===== config.mk =====
export PLATFORM = sky130hd
export DESIGN_NAME = mac_pe_pipe
export DESIGN_NICKNAME = d
export VERILOG_FILES = /design/src/rtl/mac_pkg.sv /design/src/rtl/mac_dual.sv /design/src/rtl/mac_pe_pipe.sv
export SDC_FILE = /design/constraint.sdc
export NUM_CORES = 1
export LEC_CHECK = 0
export BUFFER_PORTS_ARGS = -buffer_cell sky130_fd_sc_hd__buf_2
export CAP_MARGIN = 20
export CORE_UTILIZATION = 53
export CTS_CLUSTER_DIAMETER = 60
export DETAILED_ROUTE_END_ITERATION = 6
export GPL_ROUTABILITY_DRIVEN = 0
export PLACE_DENSITY = 0.78
export SYNTH_ARGS = -nofsm -noshare
export SYNTH_HDL_FRONTEND = slang
export SYNTH_HIERARCHICAL = 1
export SYNTH_SLANG_ARGS = --single-unit
export TNS_END_PERCENT = 20

===== constraint.sdc =====
create_clock -name clk -period 4.56 [get_ports clk]
set_input_delay 0.228 -clock clk [delete_from_list [all_inputs] [get_ports clk]]
set_output_delay 0.228 -clock clk [all_outputs]
set_load 0.02 [all_outputs]

===== src/rtl/mac_pkg.sv =====
// Shared definitions for the weight-stationary MAC processing element:
// instruction bit positions, load FSM states and saturation bound helper.
package mac_pkg;

  localparam int INST_LOAD = 0;
  localparam int INST_EXEC = 1;

  typedef enum logic [1:0] {
    IDLE  = 2'd0,
    HALF  = 2'd1,
    READY = 2'd2
  } state_t;

  // Largest (upper=1) or smallest (upper=0) value of a signed field of the given width.
  function automatic logic signed [63:0] sat_bound(input int width, input logic upper);
    if (upper) begin
      return (64'sd1 <<< (width - 1)) - 64'sd1;
    end
    return -(64'sd1 <<< (width - 1));
  endfunction

endpackage


===== src/rtl/mac_dual.sv =====
// Combinational dual-lane multiplier: two zero-extended activation halves times
// signed weights, combined as two 2-bit lanes or as one full-width activation.
module mac_dual #(
  parameter int BW      = 4,
  parameter int PSUM_BW = 16
) (
  input  logic        [BW-1:0]      i_act,
  input  logic signed [BW-1:0]      i_w0,
  input  logic signed [BW-1:0]      i_w1,
  input  logic                      i_mode,
  output logic signed [PSUM_BW-1:0] o_product
);

  localparam int HW = BW / 2;
  localparam int PW = HW + 1 + BW;

  logic signed [HW:0]        w_a_lo;
  logic signed [HW:0]        w_a_hi;
  logic signed [PW-1:0]      w_p_lo;
  logic signed [PW-1:0]      w_p_hi;
  logic signed [PSUM_BW-1:0] w_p_lo_x;
  logic signed [PSUM_BW-1:0] w_p_hi_x;

  // Activation halves are unsigned; the extra zero MSB keeps the multiply signed.
  assign w_a_lo = {1'b0, i_act[HW-1:0]};
  assign w_a_hi = {1'b0, i_act[BW-1:HW]};

  assign w_p_lo = PW'(w_a_lo) * PW'(i_w0);
  assign w_p_hi = PW'(w_a_hi) * PW'(i_w1);

  assign w_p_lo_x = PSUM_BW'(w_p_lo);
  assign w_p_hi_x = PSUM_BW'(w_p_hi);

  assign o_product = i_mode ? (w_p_lo_x + w_p_hi_x)
                            : (w_p_lo_x + (w_p_hi_x <<< HW));

endmodule


===== src/rtl/mac_pe_pipe.sv =====
// Weight-stationary pipelined PE: loads two weights from the west, accumulates
// activation*weight into the north psum and registers the result south.
module mac_pe_pipe
  import mac_pkg::*;
#(
  parameter int BW      = 4,
  parameter int PSUM_BW = 16,
  parameter int SAT     = 0
) (
  input  logic                      clk,
  input  logic                      reset,
  input  logic        [BW-1:0]      in_w,
  input  logic        [1:0]         inst_w,
  input  logic                      act_2b_mode,
  input  logic signed [PSUM_BW-1:0] in_n,
  output logic        [BW-1:0]      out_e,
  output logic        [1:0]         inst_e,
  output logic signed [PSUM_BW-1:0] out_s,
  output logic                      valid_s,
  output logic                      err
);

  localparam logic signed [PSUM_BW-1:0] PSUM_MAX = PSUM_BW'(sat_bound(PSUM_BW, 1'b1));
  localparam logic signed [PSUM_BW-1:0] PSUM_MIN = PSUM_BW'(sat_bound(PSUM_BW, 1'b0));

  function automatic logic signed [PSUM_BW-1:0] sat_add(
    input logic signed [PSUM_BW-1:0] a,
    input logic signed [PSUM_BW-1:0] b
  );
    logic signed [PSUM_BW:0] s;
    s = {a[PSUM_BW-1], a} + {b[PSUM_BW-1], b};
    if (s[PSUM_BW] != s[PSUM_BW-1]) begin
      return s[PSUM_BW] ? PSUM_MIN : PSUM_MAX;
    end
    return s[PSUM_BW-1:0];
  endfunction

  state_t                    r_state;
  state_t                    w_state_nxt;
  logic                      w_ld_w0;
  logic                      w_ld_w1;
  logic signed [BW-1:0]      r_w0;
  logic signed [BW-1:0]      r_w1;
  logic                      r_mode;
  logic                      w_load;
  logic                      w_exec;
  logic                      w_ready;
  logic signed [PSUM_BW-1:0] w_product;
  logic signed [PSUM_BW-1:0] w_sum;

  logic        [BW-1:0]      r_out_e_p1;
  logic        [1:0]         r_inst_e_p1;
  logic signed [PSUM_BW-1:0] r_psum_p1;
  logic                      r_vld_p1;
  logic                      r_err;

  assign w_load  = inst_w[INST_LOAD];
  assign w_exec  = inst_w[INST_EXEC];
  assign w_ready = (r_state == READY);

  always_ff @(posedge clk) begin
    if (reset) begin
      r_state <= IDLE;
    end else begin
      r_state <= w_state_nxt;
    end
  end

  // In 4-bit mode one load token fills both weights; in 2-bit mode two tokens are consumed.
  always_comb begin
    w_state_nxt = r_state;
    w_ld_w0     = 1'b0;
    w_ld_w1     = 1'b0;
    case (r_state)
      IDLE: begin
        if (w_load) begin
          w_ld_w0 = 1'b1;
          if (!act_2b_mode) begin
            w_ld_w1     = 1'b1;
            w_state_nxt = READY;
          end else begin
            w_state_nxt = HALF;
          end
        end
      end
      HALF: begin
        if (w_load) begin
          w_ld_w1     = 1'b1;
          w_state_nxt = READY;
        end
      end
      READY:   w_state_nxt = READY;
      default: w_state_nxt = IDLE;
    endcase
  end

  always_ff @(posedge clk) begin
    if (reset) begin
      r_w0   <= '0;
      r_w1   <= '0;
      r_mode <= 1'b0;
    end else begin
      if (w_ld_w0) begin
        r_w0   <= in_w;
        r_mode <= act_2b_mode;
      end
      if (w_ld_w1) begin
        r_w1 <= in_w;
      end
    end
  end

  mac_dual #(
    .BW      (BW),
    .PSUM_BW (PSUM_BW)
  ) u_dual (
    .i_act     (in_w),
    .i_w0      (r_w0),
    .i_w1      (r_w1),
    .i_mode    (r_mode),
    .o_product (w_product)
  );

  always_comb begin
    w_sum = in_n + w_product;
    if (SAT != 0) begin
      w_sum = sat_add(in_n, w_product);
    end
  end

  // ---- stage p1: registered east/south outputs ----
  always_ff @(posedge clk) begin
    if (reset) begin
      r_out_e_p1  <= '0;
      r_inst_e_p1 <= '0;
      r_psum_p1   <= '0;
      r_vld_p1    <= 1'b0;
      r_err       <= 1'b0;
    end else begin
      r_out_e_p1  <= in_w;
      r_inst_e_p1 <= {w_exec, w_load & w_ready};
      r_vld_p1    <= w_exec;
      if (w_exec) begin
        if (w_ready) begin
          r_psum_p1 <= w_sum;
        end else begin
          r_psum_p1 <= in_n;
          r_err     <= 1'b1;
        end
      end
    end
  end

  assign out_e   = r_out_e_p1;
  assign inst_e  = r_inst_e_p1;
  assign out_s   = r_psum_p1;
  assign valid_s = r_vld_p1;
  assign err     = r_err;

endmodule

==> impl_metrics.csv <==
group,metric,value,unit
run_status,outcome,"finished, violations left",
run_status,violations,"setup timing",
cells_and_area,postLayoutCellArea,4330,µm²
place,placed_cell_area,3860,µm²
floorplanning,rows,28,
timing,hold_viol,0,
synthesis,ys_async_sr_fraction,0,%
place,dp_hpwl,6390,µm
synthesis,ys_warn_count,6,
global_route,grt_pass1_vias,2980,
clock_network,cts_buffers,5,
synthesis,ys.flop_type,"dfxtp_1",
critical_path,endpoint_kind,"register",
timing,fmax,219,MHz
synthesis,synth_top_family_by_area,"compound AO/OA/AOI/OAI gates",
cells_and_area,fillCellCount,462,
cells_and_area,drive_gt1_share,32.1,%
timing,relSlewSlack,45.2,%
timing,max_slew.worst_pin.slew,0.823,ns
floorplanning,start_util,56.0,%
synthesis,synth.avg_cell_area,8.34,µm²
critical_path,start_kind,"register",
timing,rsz0062_at_grt,"true",
global_route,track_usage,26.3,%
clock_network,clock_latency,0.30,ns
cells_and_area,areaGrowthSynthToFinish,28.2,%
critical_path,worstSetupPathType,"reg -> reg",
global_route,grt_max_degree,38,
timing,final_max_slew_viol_count,0,
floorplanning,dieHeight,81.8,µm
routing,drt_first_pass_iters,5,
synthesis,syn_area,3380,µm²
cells_and_area,fin_cells,558,
synthesis,synth.largest_area_cell,"dfxtp_1",
synthesis,synthMuxAreaShare,5.41,%
synthesis,synth_top_area_share,20.2,%
synthesis,synth_adder_area_share,20.4,%
timing,fin_skew,0.00709,ns
synthesis,yosys_register_bits,34,
global_route,overflow,0,
routing,drt_wl_total,8950,µm
routing,vias,3286,
floorplanning,die_w,81.8,µm
critical_path,cp.required,4.72,ns
clock_network,root_buffer,"clkbuf_8",
cells_and_area,diodes,0,
synthesis,synth_edf_count,0,
power_and_ir_drop,peakVddDrop,0.230,mV
power_and_ir_drop,total_leakage_power,2.05,nW
cells_and_area,nNetsFinal,559,
routing,ant_nets,0,
worst_hold_path,hold_class,"in -> reg",
synthesis,ys_seq_area_share,20.2,%
floorplanning,core,6030,µm²
critical_path,worstPathArrival,4.72,ns
clock_network,htreeDepth,2,
clock_network,hold_buffers,0,
global_route,antenna_found_initial,0,
routing,drtIter0Drc,173,
routing,vias_per_cell,5.89,
timing,setup_ws,-0.000761,ns
power_and_ir_drop,finalPower,0.00132,W
power_and_ir_drop,power_density,304,nW/µm²
clock_network,cts_tree,"done",
floorplanning,num_io_pins,49,
place,port_buffers,48,
flow_run,maxCapViolCount,0,
place,dp.cells,542,
place,dp_slack,-0.159,ns
timing,period_minus_slack,4.56,ns
clock_network,cts_sinks,34,
floorplanning,die-area,6690,µm²
synthesis,synth-xor-area-share,6.63,%
critical_path,path_max_fanout,7,
clock_network,cts_buffer_depth,2,
synthesis,synth.net_count,482,
global_route,grt_pass1_wl,13600,µm
synthesis,synth_area_leaders,"dfxtp_1 (20%), ha_1 (17%), mux2i_1 (4.7%)",
timing,fin_crit_sh,100,%
timing,finalSetupViolations,1,
synthesis,syn_inst,405,
routing,routedWlPerCell,16.0,µm
synthesis,synth_cell_types,61,
synthesis,synth_compound_area_share,23.1,%
clock_network,path_clk_slew,0.08,ns
synthesis,synth-simple-area-share,17.9,%
routing,drcViolationCount,0,
timing,final.setup.tns,-0.000761,ns
## worst max-delay path: stages, from the launching register on
cell,delay [ns]
dfxtp_2,0.33
and2_2,0.19
ha_1,0.34
ha_1,0.33
nand2_1,0.07
o21ai_0,0.24
xnor2_1,0.16
ha_1,0.23
or4_4,0.54
o22ai_2,0.11
xnor3_1,0.25
nand2_2,0.14
o31ai_4,0.09
buf_6,0.18
ha_4,0.26
a21o_1,0.21
o21a_1,0.18
o21a_1,0.21
o32ai_2,0.12
xor2_1,0.17
a211oi_1,0.08
## metrics by stage
step	hold slack (ns)	utilization [%]
after floorplan	0.356	-
after global placement	0.451	64.1
after detailed placement	0.464	64.1
after CTS	0.212	67.2
after global routing	0.223	71.8
final	0.222	71.8
## power breakdown
part / total, W / switching [W] / leakage [nW] / internal [W]
clock network: 0.000347 / 0.000127 / 0.0683 / 0.000219
registers: 0.000341 / 0.0000176 / 0.282 / 0.000323
logic: 0.000629 / 0.000336 / 1.70 / 0.000293
## cell families after synthesis
family                   Yosys count
AND/OR/NAND/NOR                  124
AO/OA/AOI/OAI                    115
adder cells (fa/ha/maj)           52
buffers and inverters             38
flip-flops                        34
XOR/XNOR                          24
multiplexers                      18
## synthesized netlist by cell type (4+ instances only)
| cell type | number |
|---|---|
| nand3_1 | 8 |
| xnor2_1 | 13 |
| mux2i_1 | 16 |
| buf_4 | 8 |
| and2_2 | 5 |
| nor3_1 | 4 |
| o21ai_0 | 17 |
| nand2_1 | 31 |
| and2_1 | 10 |
| dfxtp_1 | 34 |
| a21oi_1 | 31 |
| xor2_1 | 10 |
| inv_1 | 17 |
| fa_1 | 5 |
| o22ai_1 | 6 |
| clkbuf_1 | 6 |
| nor2b_1 | 7 |
| nor2_1 | 40 |
| o21a_1 | 7 |
| a211oi_1 | 18 |
| a21o_1 | 9 |
| ha_1 | 47 |
## registers in the layout, indices dropped and copies added (netlist names)
name / count
r_w1: 4
r_w0: 4
out_s: 16
r_mode: 1
out_e: 4
inst_e: 2
r_state: 2
err: 1
## layout by cell type (no fill, tap or decap), types with 9 or more instances in the layout
| cell | synthesis | final |
|---|---|---|
| buf_2 | 1 | 48 |
| buf_4 | 8 | 42 |
| nor2_1 | 40 | 40 |
| ha_1 | 47 | 34 |
| dfxtp_1 | 34 | 32 |
| nand2_1 | 31 | 30 |
| a21oi_1 | 31 | 24 |
| a211oi_1 | 18 | 17 |
| mux2i_1 | 16 | 16 |
| inv_1 | 17 | 15 |
| ha_4 | 0 | 13 |
| xnor2_1 | 13 | 12 |
| o21ai_0 | 17 | 11 |
| xor2_1 | 10 | 9 |
| a21o_1 | 9 | 9 |
## final cells by class
class | count | area, µm² | area share, %
multi-input combinational | 333 | 2780 | 64.3
timing repair buffer | 91 | 567 | 13.1
tap | 75 | 93.8 | 2.17
clock buffer | 5 | 68.8 | 1.59
inverter | 17 | 63.8 | 1.47
sequential | 34 | 683 | 15.8
clock inverter | 3 | 68.8 | 1.59
## worst paths after layout
path,start,end,slack [ns],cells past startpoint
worst max-delay path,r_w0[2],out_s[12],-0.0008,20
worst min-delay path,act_2b_mode,r_state[0],0.22,3
worst max register to register,r_w0[2],out_s[12],-0.0008,20
worst min register to register,r_w0[2],r_w0[2],0.47,2
## routing by layer
| metal | track usage [%] | wire length (µm) | vias to the layer above |
|---|---|---|---|
| met1 | 32.4 | 3970 | 1570 |
| met5 | 0 | 0 | - |
| li1 | - | - | 1612 |
| met3 | 4.00 | 337 | 20 |
| met2 | 47.4 | 4440 | 84 |
| met4 | 6.49 | 199 | 0 |
## what timing repair did
action | 4_1_cts | 5_1_grt
endpoints found under the setup margin | 7 | 9
resized for setup | 8 | 38
buffers inserted | 0 | 8
pin swaps | 5 | 27
No activity file was read; power rests on OpenSTA's default activity.
